==> src/rtl/multicycle_main_fsm.sv <==
// rtl/multicycle_main_fsm.sv - main control FSM for the multicycle RV32I core
// Optional retired-instruction counter (instret) enabled by defining MC_FSM_INSTRET_EN.
module multicycle_main_fsm #(
  parameter int WAIT_W  = 4,
  parameter int TIMEOUT = 15
`ifdef MC_FSM_INSTRET_EN
  ,
  parameter int CNT_W   = 32
`endif
) (
  input  logic       clk,
  input  logic       reset,
  input  logic [6:0] opcode,
  input  logic       zero,
  input  logic       mem_ready,
  output logic       mem_req,
  output logic       mem_write,
  output logic       adr_src,
  output logic       ir_write,
  output logic       pc_write,
  output logic       reg_write,
  output logic [1:0] imm_src,
  output logic [1:0] alu_src_a,
  output logic [1:0] alu_src_b,
  output logic [1:0] alu_op,
  output logic [1:0] result_src,
  output logic       fault,
  output logic       fault_cause,
  output logic [3:0] state_o
`ifdef MC_FSM_INSTRET_EN
  ,
  output logic [CNT_W-1:0] instret
`endif
);

  typedef enum logic [3:0] {
    S_FETCH    = 4'd0,
    S_DECODE   = 4'd1,
    S_MEMADR   = 4'd2,
    S_MEMREAD  = 4'd3,
    S_MEMWB    = 4'd4,
    S_MEMWRITE = 4'd5,
    S_EXECUTER = 4'd6,
    S_EXECUTEI = 4'd7,
    S_ALUWB    = 4'd8,
    S_BEQ      = 4'd9,
    S_JAL      = 4'd10,
    S_FAULT    = 4'd11
  } state_t;

  localparam logic [6:0] OP_LW  = 7'b0000011;
  localparam logic [6:0] OP_SW  = 7'b0100011;
  localparam logic [6:0] OP_R   = 7'b0110011;
  localparam logic [6:0] OP_I   = 7'b0010011;
  localparam logic [6:0] OP_BEQ = 7'b1100011;
  localparam logic [6:0] OP_JAL = 7'b1101111;

  state_t            state_q, state_d;
  logic [WAIT_W-1:0] wait_cnt_q, wait_cnt_d;
  logic              fault_cause_q, fault_cause_d;

  logic req_raw, wr_raw, irw_raw, regw_raw, pc_update, branch, waiting;

  always_ff @(posedge clk or posedge reset) begin
    if (reset) begin
      state_q       <= S_FETCH;
      wait_cnt_q    <= '0;
      fault_cause_q <= 1'b0;
    end else begin
      state_q       <= state_d;
      wait_cnt_q    <= wait_cnt_d;
      fault_cause_q <= fault_cause_d;
    end
  end

  always_comb begin
    state_d       = state_q;
    wait_cnt_d    = '0;
    fault_cause_d = fault_cause_q;
    waiting       = req_raw & ~mem_ready;
    case (state_q)
      S_FETCH:    if (mem_ready) state_d = S_DECODE;
      S_DECODE: begin
        case (opcode)
          OP_LW, OP_SW: state_d = S_MEMADR;
          OP_R:         state_d = S_EXECUTER;
          OP_I:         state_d = S_EXECUTEI;
          OP_BEQ:       state_d = S_BEQ;
          OP_JAL:       state_d = S_JAL;
          default: begin
            state_d       = S_FAULT;
            fault_cause_d = 1'b0;
          end
        endcase
      end
      S_MEMADR: begin
        if (opcode == OP_SW)      state_d = S_MEMWRITE;
        else if (opcode == OP_LW) state_d = S_MEMREAD;
        else begin
          state_d       = S_FAULT;
          fault_cause_d = 1'b0;
        end
      end
      S_MEMREAD:  if (mem_ready) state_d = S_MEMWB;
      S_MEMWB:    state_d = S_FETCH;
      S_MEMWRITE: if (mem_ready) state_d = S_FETCH;
      S_EXECUTER, S_EXECUTEI, S_JAL: state_d = S_ALUWB;
      S_ALUWB, S_BEQ: state_d = S_FETCH;
      S_FAULT:    state_d = S_FAULT;
      default: begin
        state_d       = S_FAULT;
        fault_cause_d = 1'b0;
      end
    endcase
    // the TIMEOUT-th consecutive stalled cycle traps; a ready in that cycle never reaches here
    if (waiting) begin
      if (wait_cnt_q == WAIT_W'(TIMEOUT - 1)) begin
        state_d       = S_FAULT;
        fault_cause_d = 1'b1;
      end else begin
        wait_cnt_d = wait_cnt_q + WAIT_W'(1);
      end
    end
  end

  always_comb begin
    req_raw    = 1'b0;
    wr_raw     = 1'b0;
    irw_raw    = 1'b0;
    regw_raw   = 1'b0;
    pc_update  = 1'b0;
    branch     = 1'b0;
    adr_src    = 1'b0;
    alu_src_a  = 2'b00;
    alu_src_b  = 2'b00;
    alu_op     = 2'b00;
    result_src = 2'b00;
    case (state_q)
      S_FETCH: begin
        req_raw    = 1'b1;
        alu_src_b  = 2'b10;
        result_src = 2'b10;
        irw_raw    = mem_ready;
        pc_update  = mem_ready;
      end
      S_DECODE: begin
        alu_src_a = 2'b01;
        alu_src_b = 2'b01;
      end
      S_MEMADR: begin
        alu_src_a = 2'b10;
        alu_src_b = 2'b01;
      end
      S_MEMREAD: begin
        req_raw = 1'b1;
        adr_src = 1'b1;
      end
      S_MEMWB: begin
        result_src = 2'b01;
        regw_raw   = 1'b1;
      end
      S_MEMWRITE: begin
        req_raw = 1'b1;
        wr_raw  = 1'b1;
        adr_src = 1'b1;
      end
      S_EXECUTER: begin
        alu_src_a = 2'b10;
        alu_op    = 2'b10;
      end
      S_EXECUTEI: begin
        alu_src_a = 2'b10;
        alu_src_b = 2'b01;
        alu_op    = 2'b10;
      end
      S_ALUWB: regw_raw = 1'b1;
      S_BEQ: begin
        alu_src_a = 2'b10;
        alu_op    = 2'b01;
        branch    = 1'b1;
      end
      S_JAL: begin
        alu_src_a = 2'b01;
        alu_src_b = 2'b10;
        pc_update = 1'b1;
      end
      default: ;
    endcase
  end

  always_comb begin
    case (opcode)
      OP_SW:   imm_src = 2'b01;
      OP_BEQ:  imm_src = 2'b10;
      OP_JAL:  imm_src = 2'b11;
      default: imm_src = 2'b00;
    endcase
  end

  // reset is asynchronous, so strobes are masked combinationally while it is high
  assign mem_req     = req_raw & ~reset;
  assign mem_write   = wr_raw & ~reset;
  assign ir_write    = irw_raw & ~reset;
  assign reg_write   = regw_raw & ~reset;
  assign pc_write    = (pc_update | (branch & zero)) & ~reset;
  assign fault       = (state_q == S_FAULT);
  assign fault_cause = fault_cause_q;
  assign state_o     = state_q;

`ifdef MC_FSM_INSTRET_EN
  logic [CNT_W-1:0] instret_q, instret_d;
  logic             retire;

  always_comb begin
    retire    = (state_q == S_MEMWB) | (state_q == S_ALUWB) | (state_q == S_BEQ) |
                ((state_q == S_MEMWRITE) & mem_ready);
    instret_d = retire ? instret_q + CNT_W'(1) : instret_q;
  end

  always_ff @(posedge clk or posedge reset) begin
    if (reset) instret_q <= '0;
    else       instret_q <= instret_d;
  end

  assign instret = instret_q;
`endif

endmodule

==> config.mk <==
export PLATFORM = sky130hd
export DESIGN_NAME = multicycle_main_fsm
export DESIGN_NICKNAME = d
export VERILOG_FILES = /design/src/rtl/multicycle_main_fsm.sv
export SDC_FILE = /design/constraint.sdc
export NUM_CORES = 1
export LEC_CHECK = 0
export CORE_ASPECT_RATIO = 0.8
export CORE_MARGIN = 5
export CORE_UTILIZATION = 45
export DETAILED_ROUTE_END_ITERATION = 10
export GPL_TIMING_DRIVEN = 0
export PLACE_DENSITY_LB_ADDON = 0.08
export SYNTH_ARGS = -nofsm -noshare
export SYNTH_HDL_FRONTEND = slang
export SYNTH_SLANG_ARGS = --single-unit
==> constraint.sdc <==
create_clock -name clk -period 1.7 [get_ports clk]
set_input_delay 0.17 -clock clk [delete_from_list [all_inputs] [get_ports clk]]
set_output_delay 0.17 -clock clk [all_outputs]
set_load 0.02 [all_outputs]
==> metrics, run 1 <==
Post-synth EDFFs 0; peak per-stage delay on the critical path 380 ps; Crit path top cell by count buf_4; mux share of post-synthesis cell area 1.02%; Worst Path Arrival 1570 ps; GPL Wtd Cong 0.851; setup violators final 2; XOR/XNOR Fraction of Synth Area 6.36%; critical path depth 5; CP Capture Type output port; CP max-delay cell dfrtp_1; critical path cell sequence buf_6 -> buf_4 -> nand2b_4 -> a2111oi_4 -> buf_4; Gate Count Post-Synth 120; Nets 187; global-route usage over all layers 18.4%; final hold vios 0; Area growth syn-to-layout 57.8%; initial antenna violation count 0; final worst slack -40.5 ps; TritonCTS buffer count 3; first-pass GRT wire length 4880 um; adder-cell share of the synthesized area 2.54%; CTS tree built; delay-heaviest family, CP buffers and inverters; WP buf/inv 3; Worst Hold Path Cells 3; critical path data required time 1530 ps; hold_ws 340 ps; CTS Sinks 9; setup_tns -70.6 ps; Via density 5.54; Max VDD drop 1.45 mV; port bufs 31; Max-Cap Viols 0; Compound-Gate Fraction of Synth Area 23.2%; PwrDens 1670 nW/um^2; Finished Core Util 73.2%; crit path time final 1740 ps; chip height 51.8 um; Worst Path Max Fanout 5; Starting Density 46.4%; post-route ant nets 0; number of global-route vias before repair 1102; Relative slew margins 74.7%; largest family of logic cells by synthesized area simple AND/OR/NAND/NOR gates; Fin Clk Skew 9.52 ps; H-tree level count 1; largest net degree at the start of global routing 11; synth warn 0; final non-filler cell total 198; synth unique cells 48; CTS Root Cell clkbuf_4; reg-to-reg setup timing slack 10 ps; Setup Crit Path Kind reg -> out; clk slew on worst S/H paths 70 ps; DR pass1 iterations 4; initial drt markers 41; failing checks negative setup slack; die area 3230 sq um; DRC errors left 0; max-slew violation count 0; DRT Wirelength 2960 um; Main synth FF type dfrtp_1; wire length per cell 14.9 um; RSZ-0062 raised after global routing true; Mapped Area 983 sq um; insertion delay to the later sink of the worst-skew pair 270 ps; startpoint types register; fraction of layout cells with a size suffix above 1 42.8%; Layout fillers 173; n_diodes 0; Static Leakage 0.000690 uW; hold crit path type in -> reg; DP HPWL 2070 um; Max Clk Rate 0.575 GHz; Seq cells post-synth 9; multi-input combinational cell area 767 sq um; asr flop ratio synth 100%; CTS Hold Buffers Added 0; chip width 62.3 um; io pins 33; Place WS -352 ps; deepest clock path buffer count 2; Via Count 1096; # placed instances 176; fin crit share 102%; post-synthesis area per instance 8.20 sq um; Overflow after GRT 0; Seq. cell area 225 sq um; Simple-Gate Fraction of Synth Area 34.6%; Slew @ Worst Pin 378 ps; Seq/Total Area, Yosys 22.9%; Core Area 2120 sq um; Register-to-Register Path Depth 6; status finished with violations; num rows 15; Net Count, Synth 133
## layout make-up
cell class	count	share of cell area [%]
buffer	8	4.68
clock buffer	4	1.69
inverter	6	1.45
multi-input combinational	96	49.4
sequential	9	14.5
tap	25	2.02
timing repair buffer	50	26.2
## registers in the layout, summed over array words and instances (netlist names)
signal,cells
wait_cnt_q,4
fault_cause,1
state_o,4
## cells in the mapped netlist (all sizes together), types with 3 or more instances
cell type  count  area (sq um)
a21oi          5          25.0
nand3          7          40.0
nand2b         6          37.5
o22ai          3          25.0
nor3           4          25.0
buf            9          70.1
nor2          18          67.6
nand2          9          33.8
xor2           3          26.3
inv            6          22.5
dfrtp          9           225
## routing by layer
metal / vias up / GRT usage (%) / wire length (um)
met5: - / 0 / 0
met4: 0 / 4.95 / 25
met3: 5 / 6.48 / 189
met2: 34 / 33.1 / 1480
met1: 521 / 20.8 / 1270
li1: 536 / - / -
## stage by stage
step / total power (uW) / area (sq um)
after floorplan: 1490 / 1010
after global placement: 2030 / 1350
after detailed placement: 2040 / 1350
after CTS: 2340 / 1470
after global routing: 2770 / 1550
final: 2590 / 1550
## repair_timing
item | in CTS | in global routing
endpoints found under the setup margin | 17 | 21
cloned | 0 | 0
buffers inserted | 11 | 8
gates resized for setup | 66 | 29
pin swaps | 3 | 8
## worst min-delay path, stage by stage
cell and delay (ps):
buf_2 180, or3b_4 190, nor2_2 40
## path summary, 6_finish.rpt
check,endpoint,from
max in group asynchronous,state_o[1]$_DFF_PP0_,reset
hold reg to reg,wait_cnt_q[0]$_DFF_PP0_,wait_cnt_q[0]$_DFF_PP0_
setup reg to reg,fault_cause$_DFF_PP0_,state_o[2]$_DFF_PP0_
hold / removal,wait_cnt_q[3]$_DFF_PP0_,mem_ready
min in group asynchronous,state_o[3]$_DFF_PP0_,reset
setup / recovery,reg_write,state_o[2]$_DFF_PP0_
## cell usage in the layout, fill, tap and decap left out, types with 2 or more instances in the layout
master / synthesis / final
nand2b_1: 6 / 3
dfrtp_1: 9 / 9
o22ai_1: 2 / 2
clkbuf_2: 0 / 6
clkbuf_4: 0 / 3
o21ai_0: 2 / 2
a21oi_1: 5 / 5
nand3_1: 6 / 6
buf_2: 5 / 4
clkdlybuf4s50_1: 0 / 12
buf_4: 0 / 26
inv_1: 6 / 6
nor2_1: 18 / 13
nor2_2: 0 / 4
buf_6: 4 / 5
xor2_1: 3 / 3
nand2b_4: 0 / 2
nor3_2: 1 / 2
o31ai_1: 2 / 2
nor3_1: 3 / 2
dlygate4sd2_1: 0 / 3
and3_1: 2 / 2
ha_1: 2 / 2
or3_1: 2 / 2
nand2_1: 9 / 9
## report_power, final
part | leakage, uW | switching, uW | internal [uW]
Clock | 0.0000150 | 79.6 | 90.6
Combinational | 0.000556 | 1080 | 1030
Sequential | 0.000120 | 44.7 | 270
## logic make-up after synthesis
logic type,after synthesis
simple gates,60
compound gates,28
buf+inv,15
flops,9
xor+xnor,5
fa+ha+maj,2
mux,1
No activity file was read; power rests on OpenSTA's default activity.
==> run 2: changes to the inputs <==
--- a/config.mk
+++ b/config.mk
@@ -10,7 +10,7 @@
 export CORE_UTILIZATION = 45
 export DETAILED_ROUTE_END_ITERATION = 10
 export GPL_TIMING_DRIVEN = 0
-export PLACE_DENSITY_LB_ADDON = 0.08
+export PLACE_DENSITY = 0.9
 export SYNTH_ARGS = -nofsm -noshare
 export SYNTH_HDL_FRONTEND = slang
 export SYNTH_SLANG_ARGS = --single-unit
==> run 2 against run 1 <==
Net effect: the flow still finishes with violations (negative setup slack); non-clock buffer count shrank 12; hold slack lost 2.3 ps; utilization shrank 3.5 points; clock skew is essentially flat; die area is the same; critical path depth grew 1; total power shrank 6.5%; global-route usage grew 0.67 points; wire length grew 3.6%; highest routed layer unchanged.
==> metrics, run 2 (synthesized netlist as in run 1, its figures left out) <==
max-slew violation count 0; failing checks negative setup slack; Psw 1190 uW; Total Power 2420 uW; Place WS -344 ps; setup violators final 2; CP Capture Type output port; Core Area 2120 sq um; Overflow after GRT 0; Fin Clk Skew 9.55 ps; RSZ-0062 raised after global routing true; Via Count 1099; cell internal pwr 1230 uW; DR pass1 iterations 4; Seq. cell area 226 sq um; Nets 175; PwrDens 1640 nW/um^2; logic gate share of total power 79.1%; post-route ant nets 0; startpoint types register; critical path data required time 1530 ps; initial antenna violation count 0; Max-Cap Viols 0; die area 3230 sq um; chip width 62.3 um; Max VDD drop 1.07 mV; Slew @ Worst Pin 385 ps; Via density 5.91; Finished Core Util 69.6%; num rows 15; insertion delay to the later sink of the worst-skew pair 280 ps; final worst slack -90.7 ps; Starting Density 46.4%; fraction of layout cells with a size suffix above 1 34.8%; final hold vios 0; DP HPWL 2120 um; deepest clock path buffer count 2; CTS Sinks 9; Static Leakage 0.000644 uW; Setup Crit Path Kind reg -> out; CTS tree built; Net Sw Frac 49.1%; fin crit share 105%; multi-input combinational cell area 758 sq um; Layout fillers 167; CTS Root Cell clkbuf_4; chip height 51.8 um; GPL Wtd Cong 0.929; Clock power frac 7.4%; TritonCTS buffer count 3; DRT Wirelength 3070 um; Final Cell Area 1480 sq um; Worst Path Max Fanout 10; H-tree level count 1; leading cell types in the layout, fill and taps excluded 17 x nor2_1, 12 x clkdlybuf4s50_1, 11 x buf_4, 9 x nand2_1, 8 x dfrtp_1; io pins 33; Max Clk Rate 0.558 GHz; global-route usage over all layers 19.0%; status finished with violations; n_diodes 0; first-pass GRT wire length 5010 um; CTS Hold Buffers Added 0; DRC errors left 0; initial drt markers 27; Relative slew margins 74.2%; crit path time final 1790 ps; clk slew on worst S/H paths 70 ps; commonest non-fill, non-tap cell in the layout nor2_1; number of global-route vias before repair 1114; Area growth syn-to-layout 50.1%; Worst Path Arrival 1620 ps; area post-placement 1350 sq um; port bufs 31; Seq pwr share 13.5%; wire length per cell 16.5 um; hold crit path type in -> reg; largest net degree at the start of global routing 11
==> run 2: area by class of cell <==
type | count | area share [%]
multi-input combinational | 96 | 51.4
timing repair buffer | 37 | 21.4
sequential | 9 | 15.3
buffer | 9 | 6.44
tap | 25 | 2.12
clock buffer | 4 | 1.78
inverter | 6 | 1.53
==> run 2: worst paths after layout <==
path	start	end	slack, ps	depth (start not counted)
max	state_o[3]$_DFF_PP0_	pc_write	-90	6
min	mem_ready	wait_cnt_q[2]$_DFF_PP0_	340	3
max reg2reg	state_o[2]$_DFF_PP0_	fault_cause$_DFF_PP0_	50	6
min reg2reg	wait_cnt_q[0]$_DFF_PP0_	wait_cnt_q[0]$_DFF_PP0_	480	1
max in group asynchronous	reset	state_o[3]$_DFF_PP0_	960	2
min in group asynchronous	reset	wait_cnt_q[3]$_DFF_PP0_	460	2
==> run 2: critical path, cell delays in order (launching register included) <==
cell	delay (ps)
dfrtp_2	440
buf_8	160
nor3b_2	290
a31oi_4	60
a2bb2oi_2	140
nor3_2	90
buf_4	160
==> run 2: routing by layer <==
layer	global-route usage (%)	part of all wire, %	vias to the layer above
li1	-	-	522
met1	22.0	41	519
met2	32.2	48	47
met3	5.62	7.5	11
met4	9.89	3.1	0
met5	0	0	-
==> run 2: stage by stage <==
stage                     hold WS (ps)  setup TNS (ps)  cells
after floorplan                  -2.08               0    120
after CTS                          325            -368    183
after global placement             463           -1770    176
after detailed placement           479           -1970    176
after global routing               373            -334    186
final                              337            -100    186
==> run 2: what timing repair did <==
item | in CTS | in global routing
setup endpoints to repair | 17 | 15
cloned | 0 | 0
hold endpoints to repair | 0 | 0
gates resized for setup | 59 | 33
pin swaps | 0 | 2
buffers inserted | 3 | 3
==> run 2: power groups by stage <==
stage               Sequential [uW]  Clock (uW)  Combinational, uW
floorplan                       371           0               1120
global placement                326           0               1680
detailed placement              333           0               1710
CTS                             331         176               1670
global route                    337         184               2050
finish                          327         180               1910
==> RTL edit 1, RTL diff (config.mk and constraints of run 1) <==
The option `MC_FSM_INSTRET_EN` is turned on by a define.
--- a/src/rtl/multicycle_main_fsm.sv
+++ b/src/rtl/multicycle_main_fsm.sv
@@ -2,2 +2,4 @@
 // Optional retired-instruction counter (instret) enabled by defining MC_FSM_INSTRET_EN.
+`define MC_FSM_INSTRET_EN
+
 module multicycle_main_fsm #(
Behaviour (old outputs only; new: instret): unchanged (Yosys induction, for registers that start in step).
==> RTL edit 1 against run 1 <==
The flow still finishes with violations (negative setup slack). Final area increased to 2.5 times the old value. Sequential cell count rose by 32. Highest routed layer unchanged. Total power increased by 110%. First-iteration DRC count rose to 6.0 times the old value. Wire length grew to 2.6 times the old value. Area after synthesis up 140%. Largest power group unchanged. Critical path depth grew 1. Setup slack worse by 0.084 ns.
==> RTL edit 1: results (changes against run 1) <==
fin_cells: 439  # was 198
antenna_found_initial: 0  # unchanged
cts_buffers: 5  # was 3
synth_fa_ha_area_share_pct: 1.61  # was 2.54%
clk_latency_ns: 0.30  # was 0.27 ns
min_from: "opcode[4]"  # was mem_ready
synth_area_leaders: "dfrtp_1 (44%), xnor2_1 (7.5%), xor2_1 (6.0%)"  # was dfrtp_1 (23%), nor2_1 (6.9%), buf_6 (4.6%)
htreeDepth: 2  # was 1
grt_util_all_layers_pct: 20.9  # was 18.4%
synth_compound_area_share_pct: 9.06  # was 23.2%
wl_per_cell_um: 17.7  # was 14.9 µm
max_slew.worst_pin.slew_ns: 0.563  # was 0.378 ns
dp_slack_ns: -0.838  # was -0.352 ns
drt-pass1-iter-count: 5  # was 4
hpwl_um: 4570  # was 2070 µm
max_stage_delay_ns: 0.45  # was 0.38 ns
clock_skew_ns: 0.00377  # was 0.00952 ns
synth_xor_xnor_area_share_pct: 13.5  # was 6.36%
port_buffers: 64  # was 31
syn-num-nets: 273  # was 133
drive_gt1_share_pct: 37.1  # was 42.8%
crit_slowest_cell: "dfrtp_2"  # was dfrtp_1
hp-class: "primary input to register"  # unchanged
synthMuxAreaShare_pct: 1.34  # was 1.02%
ys_types: 44  # was 48
reg2reg_depth: 6  # unchanged
clock-root-buffer: "clkbuf_8"  # was clkbuf_4
worstPathArrival_ns: 2.04  # was 1.57 ns
synth_warnings: 0  # unchanged
status: "finished, violations left"  # unchanged
power_leakage_nw: 1.74  # was 0.690 nW
violations: "negative setup slack"  # unchanged
initialDrtViolationCount: 246  # was 41
grt_pass1_wl_um: 11300  # was 4880 µm
setup_viol: 7  # was 2
place.gp.congestion: 0.979  # was 0.851
syn_inst: 259  # was 120
ir_drop_mv: 1.15  # was 1.45 mV
grt_pass1_vias: 2280  # was 1,102
synth_commonest_cells: "dfrtp_1 (41), nor2_1 (31), nand2_1 (30)"  # was nor2_1 (18), dfrtp_1 (9), nand2_1 (9)
nets: 390  # was 187
vias_per_cell: 5.64  # was 5.54
grt_max_degree: 43  # was 11
setup_ws_ns: -0.124  # was -0.0405 ns
postPlaceCellArea_um2: 3120  # was 1350 µm²
whs_endpoint: "state_o[0]$_DFF_PP0_"  # was wait_cnt_q[3]$_DFF_PP0_
yosysSeqAreaShare_pct: 44.0  # was 22.9%
r2r-end: "instret[10]$_DFFE_PP0P_"  # was fault_cause$_DFF_PP0_
[RTL edit 1: final cells by class]
cell class | count | area (µm²)
Fill cell | 323 | 1080
Inverter | 7 | 57.6
Multi-Input combinational cell | 201 | 1510
Sequential cell | 41 | 1040
Clock buffer | 7 | 86.3
Tap cell | 62 | 77.6
Timing Repair Buffer | 111 | 991
Clock inverter | 1 | 30.0
Buffer | 9 | 128
[RTL edit 1: worst max-delay path by stage]
stage | startpoint | end
final | state_o[2]$_DFF_PP0_ | instret[10]$_DFFE_PP0P_
after CTS | state_o[3]$_DFF_PP0_ | pc_write
after detailed placement | reset | ir_write
after global placement | reset | ir_write
after global routing | state_o[3]$_DFF_PP0_ | pc_write
after floorplan | state_o[1]$_DFF_PP0_ | ir_write
[RTL edit 1: cell families (layout without fill, tap and decap cells)]
kind of cell | count (synthesis) | after routing
AND/OR/NAND/NOR | 127 | 127
flip-flops | 41 | 41
XOR/XNOR | 36 | 36
AO/OA/AOI/OAI | 32 | 32
buffers and inverters | 17 | 135
adder cells (fa/ha/maj) | 3 | 3
multiplexers | 3 | 3
[RTL edit 1: what timing repair did]
action	in CTS	in global routing
pin swaps	9	21
gates resized for setup	119	54
cloned	1	1
endpoints found under the setup margin	55	36
setup buffers	24	21
[RTL edit 1: power breakdown]
group / internal [mW] / switching, mW / leakage [nW]
registers: 1.12 / 0.178 / 0.527
logic: 1.54 / 1.69 / 1.15
clock network: 0.479 / 0.358 / 0.0585
[RTL edit 1: per-stage QoR]
step / setup TNS (ns) / hold slack, ns
2_1_floorplan: -0.0849 / 0.376
3_3_place_gp: -37.95 / 0.458
3_5_place_dp: -13.55 / 0.466
4_1_cts: -0.0221 / 0.477
5_1_grt: -1.70 / 0.397
6_report: -0.353 / 0.388
[RTL edit 1: routing by layer]
metal | part of all wire, % | wire length (µm) | track usage (%)
met1 | 44 | 3430 | 29.5
met2 | 47 | 3640 | 31.3
met4 | 1.2 | 96 | 7.60
met3 | 7.5 | 584 | 5.46
met5 | 0 | 0 | 0
[RTL edit 1: worst max-delay path, delay by kind of cell, from the launching register on]
family	cells	cell delay, ns
compound gates	1	0.13
flops	1	0.45
xor+xnor	1	0.24
simple gates	3	0.77
buf+inv	1	0.15
==> RTL edit 2, RTL diff (config.mk and constraints of run 1) <==
Without the edit above. Put a register stage on the output `fault`. The value now appears one clock later. The other outputs are not delayed to match.
--- a/src/rtl/multicycle_main_fsm.sv
+++ b/src/rtl/multicycle_main_fsm.sv
@@ -205,3 +205,5 @@
   assign pc_write    = (pc_update | (branch & zero)) & ~reset;
-  assign fault       = (state_q == S_FAULT);
+  always_ff @(posedge clk) begin
+    fault <= (state_q == S_FAULT);
+  end
   assign fault_cause = fault_cause_q;
Check against the original RTL: not equivalent (a bounded check fails within 4 cycles, from zero or initial values and one cycle with reset high).
==> RTL edit 2 against run 1 <==
Wire length grew 1.3%. Sequential share of layout area grew 1.4 points. Critical path depth shrank 1. Final area is the same. Non-clock buffer count shrank 8. Setup slack gained 0.042 ns. Area after synthesis grew 2.0%. Die area grew 1.7%. Total power grew 2.1%. Sequential cell count grew 1. Largest cell class unchanged.
==> RTL edit 2: results (changes against run 1) <==
status: "completed"  # was finished, violations left
crit_slowest_cell: "dfrtp_2"  # was dfrtp_1
p_sw_mw: 1.24  # was 1.20 mW
postPlaceCellArea_um2: 1370  # was 1350 µm²
nets: 180  # was 187
dp_slack_ns: -0.352  # about the same
grt_util_all_layers_pct: 18.8  # was 18.4%
synth-seq-cells: 10  # was 9
setup_viol: 0  # was 2
async_flop_share_pct: 90.0  # was 100%
final_util_pct: 72.5  # was 73.2%
maxSlewHeadroom_pct: 74.2  # was 74.7%
power_leakage_nw: 0.673  # was 0.690 nW
grt_pass1_vias: 1046  # was 1,102
path_delay_family: "flip-flops"  # was buffers and inverters
ys_types: 49  # was 48
initialDrtViolationCount: 105  # was 41
place.gp.congestion: 0.806  # was 0.851
path_max_fanout: 7  # was 5
grt_pass1_wl_um: 4890  # was 4880 µm
vias: 1097  # was 1,096
synth_area_leaders: "dfrtp_1 (22%), nor2_1 (6.7%), buf_6 (4.5%)"  # was dfrtp_1 (23%), nor2_1 (6.9%), buf_6 (4.6%)
syn-num-nets: 134  # was 133
hpwl_um: 2140  # was 2070 µm
cts_buffer_depth: 2  # unchanged
drive_gt1_share_pct: 40.4  # was 42.8%
[RTL edit 2: cell count changes after synthesis]
| cell | delta |
|---|---|
| dfxtp_1 | +1 |
[RTL edit 2: per-layer routing]
metal  global-route usage (%)  wire length, µm  share of wire, %
met1                     24.4             1360                45
met2                     29.8             1360                45
met3                     7.30              256               8.5
met4                     3.89               22              0.73
met5                        0                0                 0
[RTL edit 2: path summary, 6_finish.rpt]
check | end | slack (ns) | cells past startpoint | startpoint
setup / recovery | reg_write | 0.001 | 4 | state_o[3]$_DFF_PP0_
hold / removal | wait_cnt_q[2]$_DFF_PP0_ | 0.34 | 3 | mem_ready
setup reg to reg | wait_cnt_q[0]$_DFF_PP0_ | 0.04 | 7 | state_o[2]$_DFF_PP0_
hold reg to reg | wait_cnt_q[0]$_DFF_PP0_ | 0.48 | 1 | wait_cnt_q[0]$_DFF_PP0_
max in group asynchronous | state_o[3]$_DFF_PP0_ | 0.96 | 2 | reset
min in group asynchronous | wait_cnt_q[3]$_DFF_PP0_ | 0.45 | 2 | reset
[RTL edit 2: power by group through the flow]
stage,combinational (mW),sequential (mW),clock [mW]
final,2.06,0.353,0.224
after global routing,2.22,0.358,0.239
after CTS,1.81,0.344,0.228
after detailed placement,1.73,0.360,0
after global placement,1.71,0.357,0
after floorplan,1.11,0.408,0
[RTL edit 2: logic make-up (layout without fill, tap and decap cells)]
group | after synthesis | after routing | share of synthesized area (%)
fa+ha+maj | 2 | 2 | 2.49
compound gates | 28 | 28 | 22.7
flops | 10 | 10 | 24.4
xor+xnor | 5 | 5 | 6.24
simple gates | 60 | 60 | 33.9
buf+inv | 15 | 60 | 9.23
mux | 1 | 1 | 0.998
[RTL edit 2: repair_timing]
item / CTS / global route
buffers inserted: 6 / 3
gates resized for setup: 65 / 30
cloned: 0 / 1
pin swaps: 2 / 7
setup endpoints to repair: 16 / 15
[RTL edit 2: area by class of cell]
type	count	area share [%]
Clock buffer	4	2.34
Multi-Input combinational cell	96	50.2
Timing Repair Buffer	41	21.5
Inverter	6	1.45
Buffer	9	6.61
Tap cell	25	2.02
Sequential cell	10	15.9
[RTL edit 2: worst reg2reg max path: cells and delay by family, from the launching register on]
| family | cells | cell delay, ns |
|---|---|---|
| AOI/OAI and AO/OA | 1 | 0.11 |
| and+or+nand+nor | 2 | 0.52 |
| DFF | 1 | 0.39 |
| xor gates and xnor gates | 1 | 0.14 |
| buffers and inverters | 3 | 0.44 |
[RTL edit 2: stage by stage]
step | power [mW] | TNS, ns | std cells
after global placement | 2.07 | -1.85 | 177
final | 2.64 | 0 | 191
after CTS | 2.38 | -0.0735 | 187
after detailed placement | 2.09 | -2.13 | 177
after floorplan | 1.52 | 0 | 121
after global routing | 2.81 | -0.233 | 191
